$ cat src/rtl/debug_cmd_sequencer_pkg.sv
// Shared opcodes, reply constants and FSM state type for the UART debug command sequencer.
package debug_pkg;

  localparam int unsigned XLEN = 32;

  localparam logic [7:0] OP_SET_COUNT  = 8'h82;
  localparam logic [7:0] OP_SET_ADDR   = 8'h83;
  localparam logic [7:0] OP_READ_DATA  = 8'h84;
  localparam logic [7:0] OP_WRITE_DATA = 8'h85;
  localparam logic [7:0] OP_ALIVE      = 8'h86;
  localparam logic [7:0] OP_CORE_RST   = 8'h87;
  localparam logic [7:0] OP_CORE_NORM  = 8'h88;

  localparam logic [15:0] ALIVE_RESP = 16'h00AE;

  typedef enum logic [2:0] {
    S_IDLE,
    S_GET_COUNT,
    S_GET_ADDR,
    S_GET_WDATA,
    S_BUS_WRITE,
    S_BUS_READ,
    S_SEND_RDATA,
    S_SEND_ALIVE
  } dbg_state_t;

endpackage

$ cat src/rtl/debug_cmd_sequencer_if.sv
// Byte stream (UART RX/TX) and single-word bus-master signals of the debug command sequencer.
interface debug_cmd_sequencer_if;
  import debug_pkg::*;

  logic            rx_valid;
  logic [7:0]      rx_data;
  logic            tx_valid;
  logic [7:0]      tx_data;
  logic            tx_ready;
  logic [XLEN-1:0] bus_addr;
  logic [XLEN-1:0] bus_wdata;
  logic            bus_wen;
  logic            bus_ren;
  logic            bus_busy;
  logic [XLEN-1:0] bus_rdata;

  // master: the sequencer; slave: UART engines plus interconnect around it
  modport master (
    input  rx_valid, rx_data, tx_ready, bus_busy, bus_rdata,
    output tx_valid, tx_data, bus_addr, bus_wdata, bus_wen, bus_ren
  );

  modport slave (
    output rx_valid, rx_data, tx_ready, bus_busy, bus_rdata,
    input  tx_valid, tx_data, bus_addr, bus_wdata, bus_wen, bus_ren
  );

endinterface

$ cat src/rtl/debug_cmd_sequencer.sv
// Parses host debug bytes into single-word bus transactions, emits reply bytes
// and owns the debugger-controlled core reset.
module debug_cmd_sequencer
  import debug_pkg::*;
(
  input  logic                   clk,
  input  logic                   n_rst,
  debug_cmd_sequencer_if.master  dbg,
  output logic                   core_rst_o
);

  dbg_state_t      state_q;
  logic [1:0]      idx_q;
  logic [8:0]      words_q;
  logic [7:0]      count_q;
  logic [XLEN-1:0] addr_q;
  logic [XLEN-1:0] shin_q;
  logic [XLEN-1:0] shout_q;

  logic            tx_valid_q;
  logic [7:0]      tx_data_q;
  logic            bus_wen_q;
  logic            bus_ren_q;
  logic [XLEN-1:0] bus_addr_q;
  logic [XLEN-1:0] bus_wdata_q;
  logic            core_rst_q;

  logic [XLEN-1:0] addr_next_d;
  logic [XLEN-1:0] shin_d;
  logic            tx_fire_d;
  logic            last_word_d;

  always_comb begin
    addr_next_d = addr_q + XLEN'(4);
    shin_d      = {shin_q[XLEN-9:0], dbg.rx_data};
    tx_fire_d   = tx_valid_q && dbg.tx_ready;
    last_word_d = (words_q == 9'd1);
  end

  always_ff @(posedge clk or negedge n_rst) begin
    if (!n_rst) begin
      state_q     <= S_IDLE;
      idx_q       <= '0;
      words_q     <= '0;
      count_q     <= 8'd1;
      addr_q      <= '0;
      shin_q      <= '0;
      shout_q     <= '0;
      tx_valid_q  <= 1'b0;
      tx_data_q   <= '0;
      bus_wen_q   <= 1'b0;
      bus_ren_q   <= 1'b0;
      bus_addr_q  <= '0;
      bus_wdata_q <= '0;
      core_rst_q  <= 1'b0;
    end else begin
      case (state_q)
        S_IDLE: begin
          if (dbg.rx_valid) begin
            case (dbg.rx_data)
              OP_SET_COUNT: state_q <= S_GET_COUNT;
              OP_SET_ADDR: begin
                idx_q   <= '0;
                state_q <= S_GET_ADDR;
              end
              OP_WRITE_DATA: begin
                if (count_q != '0) begin
                  words_q <= {1'b0, count_q};
                  idx_q   <= '0;
                  state_q <= S_GET_WDATA;
                end
              end
              OP_READ_DATA: begin
                if (count_q != '0) begin
                  words_q    <= {1'b0, count_q};
                  bus_ren_q  <= 1'b1;
                  bus_addr_q <= addr_q;
                  state_q    <= S_BUS_READ;
                end
              end
              OP_ALIVE: begin
                // ALIVE reuses the read-reply shifter: first byte goes out now, second waits in [23:16]
                tx_valid_q <= 1'b1;
                tx_data_q  <= ALIVE_RESP[15:8];
                shout_q    <= {ALIVE_RESP, 16'h0000};
                idx_q      <= '0;
                state_q    <= S_SEND_ALIVE;
              end
              OP_CORE_RST:  core_rst_q <= 1'b1;
              OP_CORE_NORM: core_rst_q <= 1'b0;
              default: ;
            endcase
          end
        end

        S_GET_COUNT: begin
          if (dbg.rx_valid) begin
            count_q <= dbg.rx_data;
            state_q <= S_IDLE;
          end
        end

        S_GET_ADDR: begin
          if (dbg.rx_valid) begin
            shin_q <= shin_d;
            idx_q  <= idx_q + 2'd1;
            if (idx_q == 2'd3) begin
              addr_q  <= shin_d;
              state_q <= S_IDLE;
            end
          end
        end

        S_GET_WDATA: begin
          if (dbg.rx_valid) begin
            shin_q <= shin_d;
            idx_q  <= idx_q + 2'd1;
            if (idx_q == 2'd3) begin
              bus_wdata_q <= shin_d;
              bus_addr_q  <= addr_q;
              bus_wen_q   <= 1'b1;
              state_q     <= S_BUS_WRITE;
            end
          end
        end

        S_BUS_WRITE: begin
          if (!dbg.bus_busy) begin
            bus_wen_q  <= 1'b0;
            addr_q     <= addr_next_d;
            bus_addr_q <= addr_next_d;
            words_q    <= words_q - 9'd1;
            idx_q      <= '0;
            state_q    <= last_word_d ? S_IDLE : S_GET_WDATA;
          end
        end

        S_BUS_READ: begin
          if (!dbg.bus_busy) begin
            bus_ren_q  <= 1'b0;
            shout_q    <= dbg.bus_rdata;
            tx_valid_q <= 1'b1;
            tx_data_q  <= dbg.bus_rdata[31:24];
            idx_q      <= '0;
            state_q    <= S_SEND_RDATA;
          end
        end

        S_SEND_RDATA: begin
          if (tx_fire_d) begin
            if (idx_q == 2'd3) begin
              // next word's request overlaps the final handshake so no idle cycle appears
              tx_valid_q <= 1'b0;
              addr_q     <= addr_next_d;
              bus_addr_q <= addr_next_d;
              words_q    <= words_q - 9'd1;
              if (last_word_d) begin
                state_q <= S_IDLE;
              end else begin
                bus_ren_q <= 1'b1;
                state_q   <= S_BUS_READ;
              end
            end else begin
              tx_data_q <= shout_q[23:16];
              shout_q   <= {shout_q[XLEN-9:0], 8'h00};
              idx_q     <= idx_q + 2'd1;
            end
          end
        end

        S_SEND_ALIVE: begin
          if (tx_fire_d) begin
            if (idx_q == 2'd1) begin
              tx_valid_q <= 1'b0;
              state_q    <= S_IDLE;
            end else begin
              tx_data_q <= shout_q[23:16];
              shout_q   <= {shout_q[XLEN-9:0], 8'h00};
              idx_q     <= idx_q + 2'd1;
            end
          end
        end

        default: state_q <= S_IDLE;
      endcase
    end
  end

  assign dbg.tx_valid  = tx_valid_q;
  assign dbg.tx_data   = tx_data_q;
  assign dbg.bus_wen   = bus_wen_q;
  assign dbg.bus_ren   = bus_ren_q;
  assign dbg.bus_addr  = bus_addr_q;
  assign dbg.bus_wdata = bus_wdata_q;
  assign core_rst_o    = core_rst_q;

endmodule

$ cat src/flat_wrapper.sv
// flat-port wrapper written by rule: the top's interface ports become plain ports
module debug_cmd_sequencer_flat import debug_pkg::*;
  (clk, n_rst, core_rst_o, dbg_rx_valid, dbg_rx_data, dbg_tx_ready, dbg_bus_busy, dbg_bus_rdata, dbg_tx_valid, dbg_tx_data, dbg_bus_addr, dbg_bus_wdata, dbg_bus_wen, dbg_bus_ren);
  debug_cmd_sequencer_if dbg_i ();
  input  logic clk;
  input  logic n_rst;
  output logic core_rst_o;
  input wire logic [$bits(dbg_i.rx_valid)-1:0] dbg_rx_valid;
  input wire logic [$bits(dbg_i.rx_data)-1:0] dbg_rx_data;
  input wire logic [$bits(dbg_i.tx_ready)-1:0] dbg_tx_ready;
  input wire logic [$bits(dbg_i.bus_busy)-1:0] dbg_bus_busy;
  input wire logic [$bits(dbg_i.bus_rdata)-1:0] dbg_bus_rdata;
  output wire logic [$bits(dbg_i.tx_valid)-1:0] dbg_tx_valid;
  output wire logic [$bits(dbg_i.tx_data)-1:0] dbg_tx_data;
  output wire logic [$bits(dbg_i.bus_addr)-1:0] dbg_bus_addr;
  output wire logic [$bits(dbg_i.bus_wdata)-1:0] dbg_bus_wdata;
  output wire logic [$bits(dbg_i.bus_wen)-1:0] dbg_bus_wen;
  output wire logic [$bits(dbg_i.bus_ren)-1:0] dbg_bus_ren;
  assign dbg_i.rx_valid = dbg_rx_valid;
  assign dbg_i.rx_data = dbg_rx_data;
  assign dbg_i.tx_ready = dbg_tx_ready;
  assign dbg_i.bus_busy = dbg_bus_busy;
  assign dbg_i.bus_rdata = dbg_bus_rdata;
  assign dbg_tx_valid = dbg_i.tx_valid;
  assign dbg_tx_data = dbg_i.tx_data;
  assign dbg_bus_addr = dbg_i.bus_addr;
  assign dbg_bus_wdata = dbg_i.bus_wdata;
  assign dbg_bus_wen = dbg_i.bus_wen;
  assign dbg_bus_ren = dbg_i.bus_ren;
  debug_cmd_sequencer u_core (.clk(clk), .n_rst(n_rst), .dbg(dbg_i), .core_rst_o(core_rst_o));
endmodule
$ cat config.mk
export PLATFORM = sky130hd
export DESIGN_NAME = debug_cmd_sequencer_flat
export DESIGN_NICKNAME = d
export VERILOG_FILES = /design/src/rtl/debug_cmd_sequencer_pkg.sv /design/src/rtl/debug_cmd_sequencer_if.sv /design/src/rtl/debug_cmd_sequencer.sv /design/src/flat_wrapper.sv
export SDC_FILE = /design/constraint.sdc
export NUM_CORES = 1
export LEC_CHECK = 0
export ABC_AREA = 0
export BUFFER_PORTS_ARGS = -buffer_cell sky130_fd_sc_hd__buf_2
export CORE_MARGIN = 2
export CORE_UTILIZATION = 35
export CTS_CLUSTER_SIZE = 12
export DETAILED_ROUTE_END_ITERATION = 12
export GPL_ROUTABILITY_DRIVEN = 0
export SETUP_SLACK_MARGIN = 0.1
export SLEW_MARGIN = 20
export SYNTH_ARGS = -nofsm -noshare
export SYNTH_HDL_FRONTEND = slang
export SYNTH_SLANG_ARGS = --single-unit
$ cat constraint.sdc
create_clock -name clk -period 3 [get_ports clk]
set_clock_uncertainty 0.05 [all_clocks]
set_input_delay 0.15 -clock clk [delete_from_list [all_inputs] [get_ports clk]]
set_output_delay 0.15 -clock clk [all_outputs]
set_load 0.05 [all_outputs]
== Word-level counts from Yosys, hierarchy flattened ==
Index checks and enable logic that the tools add are counted.
Cells by class
  multiplexer cells: 83
  reduce and logical (&&, ||, !) cells: 28
  add/subtract/negate cells: 3
  equality and inequality tests: 42
Operator list (count)
  $mux W32: 10
  $mux W24: 7
  $pmux W32 S4: 1
  $pmux W24 S4: 1
  $pmux W32 S3: 1
  $eq A8 B8 Y1 const B: 7
  $mux W8: 7
  $mux W9: 6
  $mux W3: 15
  $add A32 B3 Y32 const B: 1
  $pmux W8 S4: 1
  $pmux W9 S3: 1
  $ne A2 B2 Y1 const B: 13
  $pmux W3 S8: 1
  $reduce_and A8 Y1: 3
  $mux W2: 9
  $mux W1: 16
  $ne A2 B1 Y1 const B: 8
  $pmux W3 S5: 1
  $reduce_and A15 Y1: 1
  $eq A3 B3 Y1 const B: 4
  $pmux W2 S5: 1
  $reduce_and A10 Y1: 1
  $eq A9 B1 Y1 const B: 1
  27 further kinds: 39
Word-level totals
  register bits: 178
  input port bits: 45
  word-level logic and storage cells: 170

== Depth between registers and ports, before layout ==
  word-level depth: 5
  gate-level depth with buffers: 9
  mapped depth without buffers: 7

== Worst setup path after synthesis ==
OpenSTA, ideal clock, no wires.
  path type: flip-flop to flip-flop
  start point: register u_core.tx_valid_q, in the netlist u_core.dbg.tx_valid
  end point: register u_core.bus_addr_q[12], in the netlist u_core.dbg.bus_addr[12]
  clock period less this slack: 2.257 ns
  setup slack: 0.743 ns
  cell stages (with the launch flop): 7
  arrival: 2.082 ns
  data required time: 2.825 ns
  buffers on the path: 1
  library setup time: 0.125 ns
  cells stage by stage: dfrtp_1 -> nand3_1 -> and3_1 -> a21o_1 -> a221oi_4 -> buf_6 -> mux2_2
Between the ends
  longest elaborated chain between the ends: 3
Ends and longest elaborated chain
  start, declared: RTL line debug_cmd_sequencer.sv:20  | logic tx_valid_q;
  start signal, assigned: RTL line debug_cmd_sequencer.sv:49  | tx_valid_q <= 1'b0;
  start signal, assigned: RTL line debug_cmd_sequencer.sv:83  | tx_valid_q <= 1'b1;
  start signal, assigned: RTL line debug_cmd_sequencer.sv:142  | tx_valid_q <= 1'b1;
  $logic_and A1 B1 Y1: RTL line debug_cmd_sequencer.sv:36  | tx_fire_d = tx_valid_q && dbg.tx_ready;
  $ne A2 B1 Y1 (no source line)
  $reduce_and A9 Y1 (no source line)
  end signal, assigned: RTL line debug_cmd_sequencer.sv:77  | bus_addr_q <= addr_q;
  end signal, assigned: RTL line debug_cmd_sequencer.sv:120  | bus_addr_q <= addr_q;
  end signal, assigned: RTL line debug_cmd_sequencer.sv:131  | bus_addr_q <= addr_next_d;
  end, declared: RTL line debug_cmd_sequencer.sv:24  | logic [XLEN-1:0] bus_addr_q;
No other way between the ends.
A chain may end at the register's enable or synchronous reset.

== Final worst setup path ==
  start point: register u_core.idx_q[0]
  end point: register u_core.bus_addr_q[29], in the netlist u_core.dbg.bus_addr[29]
Between the ends
  longest elaborated chain between the ends: 3
  elaborated cells between the ends (all ways): 4
  those cells by class: eq/ne: 3; reduce/logical: 1
Ends and longest elaborated chain
  start, declared: RTL line debug_cmd_sequencer.sv:13  | logic [1:0] idx_q;
  start signal, assigned: RTL line debug_cmd_sequencer.sv:106  | idx_q <= idx_q + 2'd1;
  start signal, assigned: RTL line debug_cmd_sequencer.sv:117  | idx_q <= idx_q + 2'd1;
  start signal, assigned: RTL line debug_cmd_sequencer.sv:166  | idx_q <= idx_q + 2'd1;
  $eq A2 B2 Y1 *: RTL line debug_cmd_sequencer.sv:118, debug_cmd_sequencer.sv:151
  $ne A2 B1 Y1 (no source line)
  $reduce_and A9 Y1 (no source line) *
  end signal, assigned: RTL line debug_cmd_sequencer.sv:120
  end signal, assigned: RTL line debug_cmd_sequencer.sv:131
  end signal, assigned: RTL line debug_cmd_sequencer.sv:155  | bus_addr_q <= addr_next_d;
Every way passes the cells marked *; elsewhere a longest branch is shown, timed or not.

==> run_results.csv <==
group,metric,value,unit
floorplanning,die_w,164,um
timing,final_max_slew_viol_count,0,
grt,antenna_found_initial,0,
logic_synthesis,synth_area,0.00897,mm2
timing,fmax,400,MHz
grt,gr-total-overflow,0,
timing,fin_crit,2.50,ns
logic_synthesis,syn_area_per_cell,10.7,um2
power,p_leak,4.84,nW
logic_synthesis,synth_ff_type,"dfrtp_1",
timing,setup_violations,0,
power,power_density,1060,mW/mm2
floorplanning,coreArea,0.0252,mm2
timing,finalHoldViolations,0,
grt,grt_pass1_wl,37000,um
timing,worst_pin_slew,0.755,ns
status,status,"complete, no violations",
critical_path,arrival,2.76,ns
critical_path,path_class,"flop to flop",
route,first_pass_iters,5,
clocking,clkTransAtPathRegs,0.07,ns
clocking,clk_latency,0.43,ns
grt,grt_max_degree,73,
final_layout,syn2layout_area_growth,19.4,%
placed_design,port_buffers,120,
logic_synthesis,yosysWarnings,0,
final_layout,n_fill_cell,2411,
clocking,cts_buffer_depth,2,
final_layout,regArea,0.00446,mm2
route,wire_per_inst,17.6,um
floorplanning,die_y,164,um
final_layout,nets,1008,
final_layout,drive_above_1_share,31.0,%
route,drc,0,
critical_path,worstPathMaxFanout,32,
timing,fin_tns_setup,0,ns
logic_synthesis,synthDistinctLibCells,72,
clocking,cts_tree,"yes",
logic_synthesis,synthArstFlopShare,100,%
timing,worst_slack,0.503,ns
logic_synthesis,synth_nets,888,
floorplanning,io_pins,121,
placed_design,place_ws,0.536,ns
power,power,11.3,mW
floorplanning,dieArea,0.0269,mm2
floorplanning,start_util,35.6,%
min_path,hp-class,"primary input to flop",
clocking,cts-root-buf,"clkbuf_16",
floorplanning,fp-row-count,58,
timing,slew_headroom,49.2,%
route,finalWirelength,23000,um
power,ir_drop,0.443,mV
final_layout,multiInputGateArea,0.00416,mm2
timing,rsz0062_at_grt,"no",
route,ant_nets,0,
timing,min_period_over_period,83.2,%
job,max_cap_viol_count,0,
logic_synthesis,synth_edf_count,0,
critical_path,start_kind,"flop",
grt,track_usage,17.4,%
critical_path,critPathRequiredTime,3.26,ns
clocking,post-cts-setup-buffers,0,
logic_synthesis,ys_seq_elements,178,
logic_synthesis,syn_inst,838,
min_path,min_path_cells,4,
route,drt_iter0_drc,554,
route,drt-vias-per-instance,5.34,
clocking,clkSinkCount,178,
placed_design,dp_hpwl,16100,um
logic_synthesis,ys_seq_area_share,49.7,%
grt,grt_pass1_vias,6689,
critical_path,reg2reg_depth,7,
route,vias,6956,
clocking,htreeDepth,4,
critical_path,crit_path_end_kind,"flop",
clocking,cts_buffers,17,
==> area by class of cell <==
class / instances / share of cell area [%]
clock inverter: 14 / 1.37
timing repair buffer: 159 / 9.29
tap: 330 / 3.86
inverter: 24 / 0.842
clock buffer: 18 / 4.10
antenna: 1 / 0.0234
multi-input combinational: 578 / 38.9
sequential: 178 / 41.6
==> layer usage <==
metal  wire length (um)  global-route usage (%)
met1              11100                    25.6
met2              10000                    25.1
met3               1500                    4.02
met4                371                    6.14
met5                  0                       0
==> cell families after synthesis <==
kind of cell               count (synthesis)  synth area share [%]
adders and majority gates                  5                 0.698
and+or+nand+nor                          234                  13.7
DFF                                      178                  49.7
buffers and inverters                     82                  4.10
muxes                                    128                  15.9
AOI/OAI and AO/OA                        182                  13.1
xor gates and xnor gates                  29                  2.83
==> per-stage QoR <==
step                      instances  hold slack (ns)  utilization (%)  instance area, um2
after floorplan                 838           -0.196                -                8970
after global placement         1251            0.173             39.5                9940
after detailed placement       1251            0.178             39.5                9940
after global routing           1301           0.0155             42.5               10700
after CTS                      1301         0.000876             42.5               10700
final                          1302           0.0111             42.5               10700
==> sequential cells by signal, indices dropped and copies added (netlist names) <==
register              flops
u_core.addr_q            32
u_core.dbg.bus_addr      32
u_core.dbg.bus_wdata     32
u_core.shin_q            24
u_core.shout_q           24
u_core.words_q            9
u_core.count_q            8
u_core.dbg.tx_data        8
u_core.state_q            3
u_core.idx_q              2
u_core.core_rst_o         1
u_core.dbg.bus_ren        1
u_core.dbg.bus_wen        1
u_core.dbg.tx_valid       1
==> power by group <==
group / internal (mW) / switching (mW) / total (mW)
logic: 1.77 / 2.93 / 4.70
clock network: 1.19 / 1.01 / 2.21
registers: 3.40 / 0.999 / 4.40
total: 6.36 / 4.94 / 11.3
==> cells in the mapped netlist, types with 12 or more instances <==
master / n / area, um2
dfrtp_1: 177 / 4430
mux2_2: 110 / 1240
nand2_1: 68 / 255
o21ai_0: 51 / 255
a21oi_1: 46 / 230
nor2_1: 43 / 161
nand3_1: 33 / 165
clkbuf_1: 24 / 90.1
inv_1: 23 / 86.3
xnor2_1: 22 / 193
buf_2: 19 / 95.1
nor3_1: 18 / 90.1
o22ai_1: 18 / 113
nand4_1: 14 / 87.6
mux2i_1: 12 / 120
==> cells in the final DEF (no fill, tap or decap), types with 22 or more instances in the layout <==
cell type,count
a21oi_1,46
nand3_1,33
xnor2_1,22
inv_1,23
nor2_1,43
nand2_1,68
mux2_2,110
o21ai_0,51
dfrtp_1,177
buf_2,119
==> timing repair <==
action / 4_1_cts / 5_1_grt
hold buffers: 18 / 0
endpoints found under the setup margin: 0 / 0
hold endpoints to repair: 87 / 0
gates resized for setup: 0 / 0
==> worst max-delay path: stages (launching register included) <==
cell      delay [ns]
dfrtp_1         0.39
ha_1            0.26
nand3_1         0.19
and3_1          0.25
a21o_1          0.33
a221oi_4        0.30
buf_12          0.24
mux2_2          0.35
==> path summary, 6_finish.rpt <==
path	endpoint	slack, ns	startpoint
worst min register to register	u_core.dbg.bus_addr[27]	0.43	u_core.dbg.bus_addr[27]
worst max register to register	u_core.dbg.bus_addr[29]	0.50	u_core.idx_q[0]
max in group asynchronous	u_core.count_q[0]	1.87	n_rst
worst min-delay path	u_core.shout_q[8]	0.01	dbg_bus_rdata[8]
min in group asynchronous	u_core.dbg.bus_wdata[27]	0.26	n_rst
worst max-delay path	u_core.dbg.bus_addr[29]	0.50	u_core.idx_q[0]
No activity file was read; power rests on OpenSTA's default activity.
